### config.mk
export PLATFORM = sky130hd
export DESIGN_NAME = cbus_clint_flat
export DESIGN_NICKNAME = d
export VERILOG_FILES = /design/src/rtl/cbus_clint_if.sv /design/src/rtl/cbus_clint.sv /design/src/flat_wrapper.sv
export SDC_FILE = /design/constraint.sdc
export NUM_CORES = 1
export LEC_CHECK = 0
export BUFFER_PORTS_ARGS = -buffer_cell sky130_fd_sc_hd__buf_2
export CAP_MARGIN = 15
export CORE_MARGIN = 1
export CORE_UTILIZATION = 35
export CTS_CLUSTER_SIZE = 10
export DETAILED_ROUTE_END_ITERATION = 12
export REMOVE_ABC_BUFFERS = 1
export SYNTH_ARGS = -nofsm -noshare
export SYNTH_HDL_FRONTEND = slang
export SYNTH_SLANG_ARGS = --single-unit
### constraint.sdc
create_clock -name clk -period 13.85 [get_ports clk]
set_input_delay 4.155 -clock clk [delete_from_list [all_inputs] [get_ports clk]]
set_output_delay 4.155 -clock clk [all_outputs]
set_load 0.02 [all_outputs]
### src/rtl/cbus_clint_if.sv
// CBus request/response bundle between an initiator (master) and a target (slave).
// Request and response data are split into req_data and resp_data.
interface cbus_clint_if;
   logic        valid;
   logic        is_write;
   logic [2:0]  size;
   logic [63:0] addr;
   logic [7:0]  strobe;
   logic [63:0] req_data;
   logic [7:0]  len;
   logic [1:0]  burst;
   logic        ready;
   logic        last;
   logic [63:0] resp_data;

   modport master (
      output valid, is_write, size, addr, strobe, req_data, len, burst,
      input  ready, last, resp_data
   );

   modport slave (
      input  valid, is_write, size, addr, strobe, req_data, len, burst,
      output ready, last, resp_data
   );
endinterface

### src/rtl/cbus_clint.sv
// Core-local interruptor on CBus: msip, mtimecmp and a free-running mtime,
// with timer and software interrupt lines derived from them.
module cbus_clint #(
   parameter logic [63:0] BASE     = 64'h0000_0000_0200_0000,
   parameter int unsigned TICK_DIV = 1
) (
   input  logic         clk,
   input  logic         reset,
   cbus_clint_if.slave  bus,
   output logic         trint,
   output logic         swint
);
   localparam int unsigned DIV        = (TICK_DIV < 1) ? 1 : TICK_DIV;
   localparam logic [31:0] DIV_M1     = 32'(DIV - 1);
   localparam logic [12:0] MSIP_IDX   = 13'h0000;
   localparam logic [12:0] CMP_IDX    = 13'h0800;
   localparam logic [12:0] MTIME_IDX  = 13'h17FF;

   typedef enum logic {IDLE, BEAT} state_t;

   state_t      state;
   state_t      state_next;
   logic [12:0] off_q;
   logic [7:0]  len_q;
   logic        write_q;
   logic        hit_q;
   logic [7:0]  beat;
   logic        msip;
   logic [63:0] mtimecmp;
   logic [63:0] mtime;
   logic [31:0] prescaler;
   logic [12:0] beat_idx;
   logic        last_beat;
   logic        tick;
   logic        do_write;
   logic [63:0] wmask;
   logic [63:0] rdata;
   logic        unused_bus;

   // Size and burst are ignored: every access is a full-word INCR beat.
   assign unused_bus = ^{bus.size, bus.burst, bus.addr[2:0]};

   assign beat_idx  = off_q + {5'd0, beat};
   assign last_beat = (beat == len_q);
   assign tick      = (prescaler == DIV_M1);
   assign do_write  = (state == BEAT) && write_q && hit_q;
   assign trint     = (mtime >= mtimecmp);
   assign swint     = msip;

   always_comb begin
      wmask = '0;
      for (int b = 0; b < 8; b++) begin
         wmask[b*8 +: 8] = {8{bus.strobe[b]}};
      end
   end

   always_comb begin
      rdata = '0;
      if (hit_q) begin
         case (beat_idx)
            MSIP_IDX:  rdata = {63'd0, msip};
            CMP_IDX:   rdata = mtimecmp;
            MTIME_IDX: rdata = mtime;
            default:   rdata = '0;
         endcase
      end
   end

   always_comb begin
      state_next    = state;
      bus.ready     = 1'b0;
      bus.last      = 1'b0;
      bus.resp_data = '0;
      case (state)
         IDLE: begin
            if (bus.valid) state_next = BEAT;
         end
         BEAT: begin
            bus.ready     = 1'b1;
            bus.last      = last_beat;
            bus.resp_data = rdata;
            if (last_beat) state_next = IDLE;
         end
         default: state_next = IDLE;
      endcase
   end

   always_ff @(posedge clk) begin
      if (reset) state <= IDLE;
      else       state <= state_next;
   end

   always_ff @(posedge clk) begin
      if (reset) begin
         off_q   <= '0;
         len_q   <= '0;
         write_q <= 1'b0;
         hit_q   <= 1'b0;
         beat    <= '0;
      end else if (state == IDLE) begin
         if (bus.valid) begin
            off_q   <= bus.addr[15:3];
            len_q   <= bus.len;
            write_q <= bus.is_write;
            hit_q   <= (bus.addr[63:16] == BASE[63:16]);
            beat    <= '0;
         end
      end else if (!last_beat) begin
         beat <= beat + 8'd1;
      end
   end

   // A bus write to mtime is placed after the tick so the written value wins.
   always_ff @(posedge clk) begin
      if (reset) begin
         msip      <= 1'b0;
         mtimecmp  <= '1;
         mtime     <= '0;
         prescaler <= '0;
      end else begin
         prescaler <= tick ? '0 : prescaler + 32'd1;
         if (tick) mtime <= mtime + 64'd1;
         if (do_write) begin
            case (beat_idx)
               MSIP_IDX:  if (bus.strobe[0]) msip <= bus.req_data[0];
               CMP_IDX:   mtimecmp <= (bus.req_data & wmask) | (mtimecmp & ~wmask);
               MTIME_IDX: mtime    <= (bus.req_data & wmask) | (mtime & ~wmask);
               default:   ;
            endcase
         end
      end
   end
endmodule
### src/flat_wrapper.sv
// flat-port wrapper written by rule: the top's interface ports become plain ports
module cbus_clint_flat 
#(
   parameter logic [63:0] BASE     = 64'h0000_0000_0200_0000,
   parameter int unsigned TICK_DIV = 1
)
  (clk, reset, trint, swint, bus_valid, bus_is_write, bus_size, bus_addr, bus_strobe, bus_req_data, bus_len, bus_burst, bus_ready, bus_last, bus_resp_data);
  cbus_clint_if bus_i ();
  input  logic clk;
  input  logic reset;
  output logic trint;
  output logic swint;
  input wire logic [$bits(bus_i.valid)-1:0] bus_valid;
  input wire logic [$bits(bus_i.is_write)-1:0] bus_is_write;
  input wire logic [$bits(bus_i.size)-1:0] bus_size;
  input wire logic [$bits(bus_i.addr)-1:0] bus_addr;
  input wire logic [$bits(bus_i.strobe)-1:0] bus_strobe;
  input wire logic [$bits(bus_i.req_data)-1:0] bus_req_data;
  input wire logic [$bits(bus_i.len)-1:0] bus_len;
  input wire logic [$bits(bus_i.burst)-1:0] bus_burst;
  output wire logic [$bits(bus_i.ready)-1:0] bus_ready;
  output wire logic [$bits(bus_i.last)-1:0] bus_last;
  output wire logic [$bits(bus_i.resp_data)-1:0] bus_resp_data;
  assign bus_i.valid = bus_valid;
  assign bus_i.is_write = bus_is_write;
  assign bus_i.size = bus_size;
  assign bus_i.addr = bus_addr;
  assign bus_i.strobe = bus_strobe;
  assign bus_i.req_data = bus_req_data;
  assign bus_i.len = bus_len;
  assign bus_i.burst = bus_burst;
  assign bus_ready = bus_i.ready;
  assign bus_last = bus_i.last;
  assign bus_resp_data = bus_i.resp_data;
  cbus_clint #(.BASE(BASE), .TICK_DIV(TICK_DIV)) u_core (.clk(clk), .reset(reset), .bus(bus_i), .trint(trint), .swint(swint));
endmodule
==> impl_metrics.ini, run 1 <==
[timing]
final_critical_path_setup_slack_ns = 4.286
fin_worst_skew_ns = 0.01476
slew_headroom_pct = 26.58
finalMaxSlewViolations = 0
fin_crit_sh_pct = 69.05
rsz0062_at_grt = no
min_period_ns = 9.564
tightest_slew_ns = 1.092
max_freq_mhz = 104.6
whs_ns = 0.4619
tns_ns = 0
finalHoldViolCount = 0
setup_viol = 0

[setup_path]
cp-start-kind = register
worst-path-max-fanout = 37
arrival_ns = 5.41
required_ns = 9.69
cp-end-kind = primary output
setup.worst_path.class = register to primary output
r2r_slack_ns = 9.23

[final_layout]
nNetsFinal = 1963
final_util_pct = 41.52
finalInstanceArea_um2 = 14340
multi_input_area_um2 = 7820
fin_cells = 2202
drive_gt1_share_pct = 16.78
areaGrowthSynthToFinish_pct = 16.64
ff_latch_area_um2 = 3864
final.fill_count = 3609

[pwr]
total_power_mw = 1.170
powerDensity_nw_per_um2 = 81.57
leakage_nw = 6.082
irDropWorstVdd_mv = 0.09618

[floorplanning]
std_cell_rows = 68
design.core.area_um2 = 34540
die_h_um = 189.4
io_pins = 221
die_x_um = 189.4
start_util_pct = 35.59
dieArea_um2 = 35880

[detailed_routing]
first_iter_violations = 1029
wirelength_um = 39000
ant_nets = 0
viasPerCell = 5.606
routedWlPerCell_um = 17.71
drc_errors = 0
dr.pass1.iters = 7
vias = 12340

[global_route]
grt_pass1_wl_um = 61990
grt_max_degree = 61
grt_antenna_before_repair = 2
grt_usage_pct = 21.55
grt_overflow = 0
grt_pass1_vias = 11680

[logic_synthesis]
synth_enable_flop_cells = 0
ys_seq_area_share_pct = 31.42
synth.distinct_cells = 78
ys_warn_count = 0
syn-cell-area_um2 = 12300
avgSynthCellArea_um2 = 7.847
synth.most_common_cell = dfxtp_1
synth_top_area_share_pct = 31.42
synth_area_leaders = dfxtp_1 (31%), ha_1 (7.7%), nand2_1 (5.8%), mux2i_1 (5.5%), nor2_1 (4.7%)
ys_ff_latch = 193
synth_common_cells = dfxtp_1 (193), nand2_1 (191), nor2_1 (153), a21oi_1 (93), inv_1 (88)
async_reset_ff_share_pct = 0
yosysTopAreaCell = dfxtp_1
syn_inst = 1567
synthFlopType = dfxtp_1

[job]
cap_violations = 0

[clocking]
clock_path_buffers = 2
cts_buffers = 17
cts_setup_buffers = 0
clockRootBuffer = clkbuf_16
clock_sinks = 193
clock_latency_ns = 0.46
htree_num_levels = 4
cts_hold_buffers = 0
cts_tree = yes
clkTransAtPathRegs_ns = 0.07
ctsResizeCount = 0

[place]
dp_cells = 2169
dp_slack_ns = 4.796
gp_congestion = 0.8667
hpwl_um = 28120
io_buffers = 212
placed_cell_area_um2 = 13750

[status]
status = finished, final reports clean

[hold_path]
hold_path.class = register to register
-- cells by family after synthesis --
logic type / count (synthesis) / synth area share (%)
flip-flops: 193 / 31.42
multiplexers: 72 / 5.902
AND/OR/NAND/NOR: 642 / 26.01
buffers and inverters: 168 / 5.332
AO/OA/AOI/OAI: 371 / 20.30
adder cells (fa/ha/maj): 77 / 7.897
XOR/XNOR: 44 / 3.134
-- placed cells by master (no fill, tap or decap), drive strengths merged, types with 11 or more instances in the layout --
master,n
buf,226
dfxtp,193
nand2,191
nor2,154
inv,96
a21oi,94
ha,76
a22oi,74
mux2i,68
nand3,64
nor3,57
o21ai,55
and3,35
nand4,32
a211oi,30
nor4,30
xor2,27
a21o,19
clkbuf,18
xnor2,17
a31oi,17
nor3b,14
o211ai,12
and2,11
-- area by class of cell --
type	instances	area share, %
inverter	89	2.329
clock buffer	18	3.062
tap	455	3.970
timing repair buffer	226	8.131
sequential	193	26.94
antenna	1	0.01745
clock inverter	14	1.021
multi-input combinational	1206	54.53
-- per-layer routing --
| layer | GRT usage, % | share of wire [%] |
|---|---|---|
| met4 | 6.731 | 2.0 |
| met1 | 29.19 | 47 |
| met3 | 3.448 | 5.8 |
| met5 | 0 | 0 |
| met2 | 34.80 | 45 |
-- critical path, cell delays in order, from the launching register on --
cell	delay, ns
dfxtp_1	0.44
ha_1	0.22
inv_1	0.06
fa_1	0.41
nand2b_1	0.20
a21o_1	0.21
a211oi_1	0.68
nand2_1	0.13
or4b_4	0.76
nor2_4	0.72
buf_4	0.54
a22oi_1	0.13
nor2_1	0.21
buf_2	0.21
-- report_power, final --
part           switching (mW)  internal [mW]  leakage [nW]
sequential            0.00680          0.560          1.56
clock                   0.252          0.259         0.279
combinational          0.0563         0.0356          4.24
total                   0.315          0.855          6.08
-- final timing paths --
check,to,cells after the start,from
setup reg to reg,register,13,u_core.beat[0]$_SDFFE_PP0P_
hold / removal,u_core.off_q[5]$_SDFFE_PP0P_,2,u_core.off_q[5]$_SDFFE_PP0P_
setup / recovery,bus_resp_data[44],13,u_core.beat[0]$_SDFFE_PP0P_
hold reg to reg,u_core.off_q[5]$_SDFFE_PP0P_,2,u_core.off_q[5]$_SDFFE_PP0P_
Power figures use the tool's default switching activity.
==> inputs of run 2 (changes only) <==
clock period = 9 ns   (was 13.85 ns; I/O delays follow)
==> run 2 against run 1 <==
  * Non-clock buffer count is 1 lower
  * Largest cell class unchanged
  * Core utilization about the same
  * Critical path depth is the same
  * Largest power group unchanged
  * Critical endpoint is now bus_resp_data[1]
  * First-iteration DRC count down 24%
  * Power rose by 52%
  * Clock skew grew 0.0035 ns
  * Wire length down 1.7%
  * Highest routed layer unchanged
==> impl_metrics.ini, run 2 (synthesis gave the netlist of run 1 again) <==
[status]
status = finished, final reports clean

[timing]
whs_ns = 0.4623
setup_viol = 0
min_period_ns = 7.958
tns_ns = 0
max_freq_mhz = 125.7
final_critical_path_setup_slack_ns = 1.042
finalHoldViolCount = 0
slew_headroom_pct = 21.49
finalMaxSlewViolations = 0
fin_crit_sh_pct = 88.43
fin_worst_skew_ns = 0.01822
tightest_slew_ns = 1.168
rsz0062_at_grt = no

[setup_path]
rr_worst_depth = 12
required_ns = 6.30
worstSetupEndpoint = bus_resp_data[1]
arrival_ns = 5.26
r2r_slack_ns = 4.21
r2r-start = u_core.beat[0]$_SDFFE_PP0P_
cp-start-kind = register
cp-end-kind = primary output
worstSetupStartpoint = u_core.beat[0]$_SDFFE_PP0P_
setup.worst_path.class = register to primary output
worst-path-max-fanout = 45

[detailed_routing]
first_iter_violations = 784
vias = 12200
dr.pass1.iters = 5
viasPerCell = 5.540
wirelength_um = 38330
ant_nets = 0
routedWlPerCell_um = 17.41
drc_errors = 0

[clocking]
clock_path_buffers = 2
cts_buffers = 17
ctsResizeCount = 0
cts_setup_buffers = 0
cts_hold_buffers = 0
clock_latency_ns = 0.46
clkTransAtPathRegs_ns = 0.07
cts_tree = yes
htree_num_levels = 4
clock_sinks = 193
clockRootBuffer = clkbuf_16

[global_route]
grt_usage_pct = 21.35
grt_overflow = 0
grt_max_degree = 75
grt_pass1_vias = 11670
grt_pass1_wl_um = 61410
grt_antenna_before_repair = 3

[final_layout]
final_util_pct = 41.47
drive_gt1_share_pct = 16.73
areaGrowthSynthToFinish_pct = 16.51
layout_common_cells = buf_2 (212), dfxtp_1 (193), nand2_1 (191)
final_common_cell = buf_2
nNetsFinal = 1962

[pwr]
total_power_mw = 1.780
leakage_nw = 6.078
irDropWorstVdd_mv = 0.1425
powerDensity_nw_per_um2 = 124.3

[place]
hpwl_um = 27900
gp_congestion = 0.8761
dp_slack_ns = 1.570
io_buffers = 212

[floorplanning]
die_x_um = 189.4
dieArea_um2 = 35880
die_h_um = 189.4
start_util_pct = 35.59
io_pins = 221
std_cell_rows = 68
design.core.area_um2 = 34540

[hold_path]
hold_path.class = register to register

[job]
cap_violations = 0
## run 2: routing by layer
| layer | GRT usage [%] | wire [µm] | part of all wire (%) | vias to the layer above |
|---|---|---|---|---|
| met3 | 3.355 | 2001 | 5.2 | 44 |
| met2 | 34.84 | 17500 | 46 | 378 |
| met1 | 28.74 | 18110 | 47 | 5751 |
| li1 | - | - | - | 6027 |
| met4 | 6.483 | 722 | 1.9 | 0 |
| met5 | 0 | 0 | 0 | - |
## run 2: metrics by stage
stage               std cells  cell area (µm²)
finish                   2202            14330
global route             2201            14320
CTS                      2200            14320
detailed placement       2168            13750
global placement         2168            13750
floorplan                1488            11970
## run 2: cell type report
type	count	area, µm²
fill	3668	20220
multi-input combinational	1206	7820
inverter	89	334.1
clock inverter	15	148.9
antenna	2	5.005
timing repair buffer	225	1159
sequential	193	3864
clock buffer	17	425.4
tap	455	569.3
## run 2: power by group
part,switching (mW),total [mW],internal [mW]
Sequential,0.0106,0.872,0.862
Combinational,0.0861,0.141,0.0547
Clock,0.377,0.767,0.390
## run 2: worst min-delay path by stage
stage | start | end | slack (ns) | cells after the start
floorplan | u_core.prescaler[0]$_SDFF_PP0_ | u_core.prescaler[0]$_SDFF_PP0_ | 0.43 | 1
global route | u_core.off_q[3]$_SDFFE_PP0P_ | u_core.off_q[3]$_SDFFE_PP0P_ | 0.49 | 2
finish | u_core.off_q[0]$_SDFFE_PP0P_ | u_core.off_q[0]$_SDFFE_PP0P_ | 0.46 | 2
CTS | u_core.off_q[0]$_SDFFE_PP0P_ | u_core.off_q[0]$_SDFFE_PP0P_ | 0.46 | 2
global placement | u_core.prescaler[0]$_SDFF_PP0_ | u_core.prescaler[0]$_SDFF_PP0_ | 0.44 | 1
detailed placement | u_core.prescaler[0]$_SDFF_PP0_ | u_core.prescaler[0]$_SDFF_PP0_ | 0.45 | 1
## run 2: worst max-delay path, cell delays in order (launching register included)
cell      delay, ns
dfxtp_1        0.44
ha_1           0.22
inv_1          0.06
fa_1           0.40
nand2b_1       0.20
a21o_1         0.20
a211oi_1       0.68
nand2_1        0.13
or4b_4         0.77
nor2_4         0.54
buf_4          0.55
a22oi_1        0.14
nor2_1         0.19
buf_2          0.20
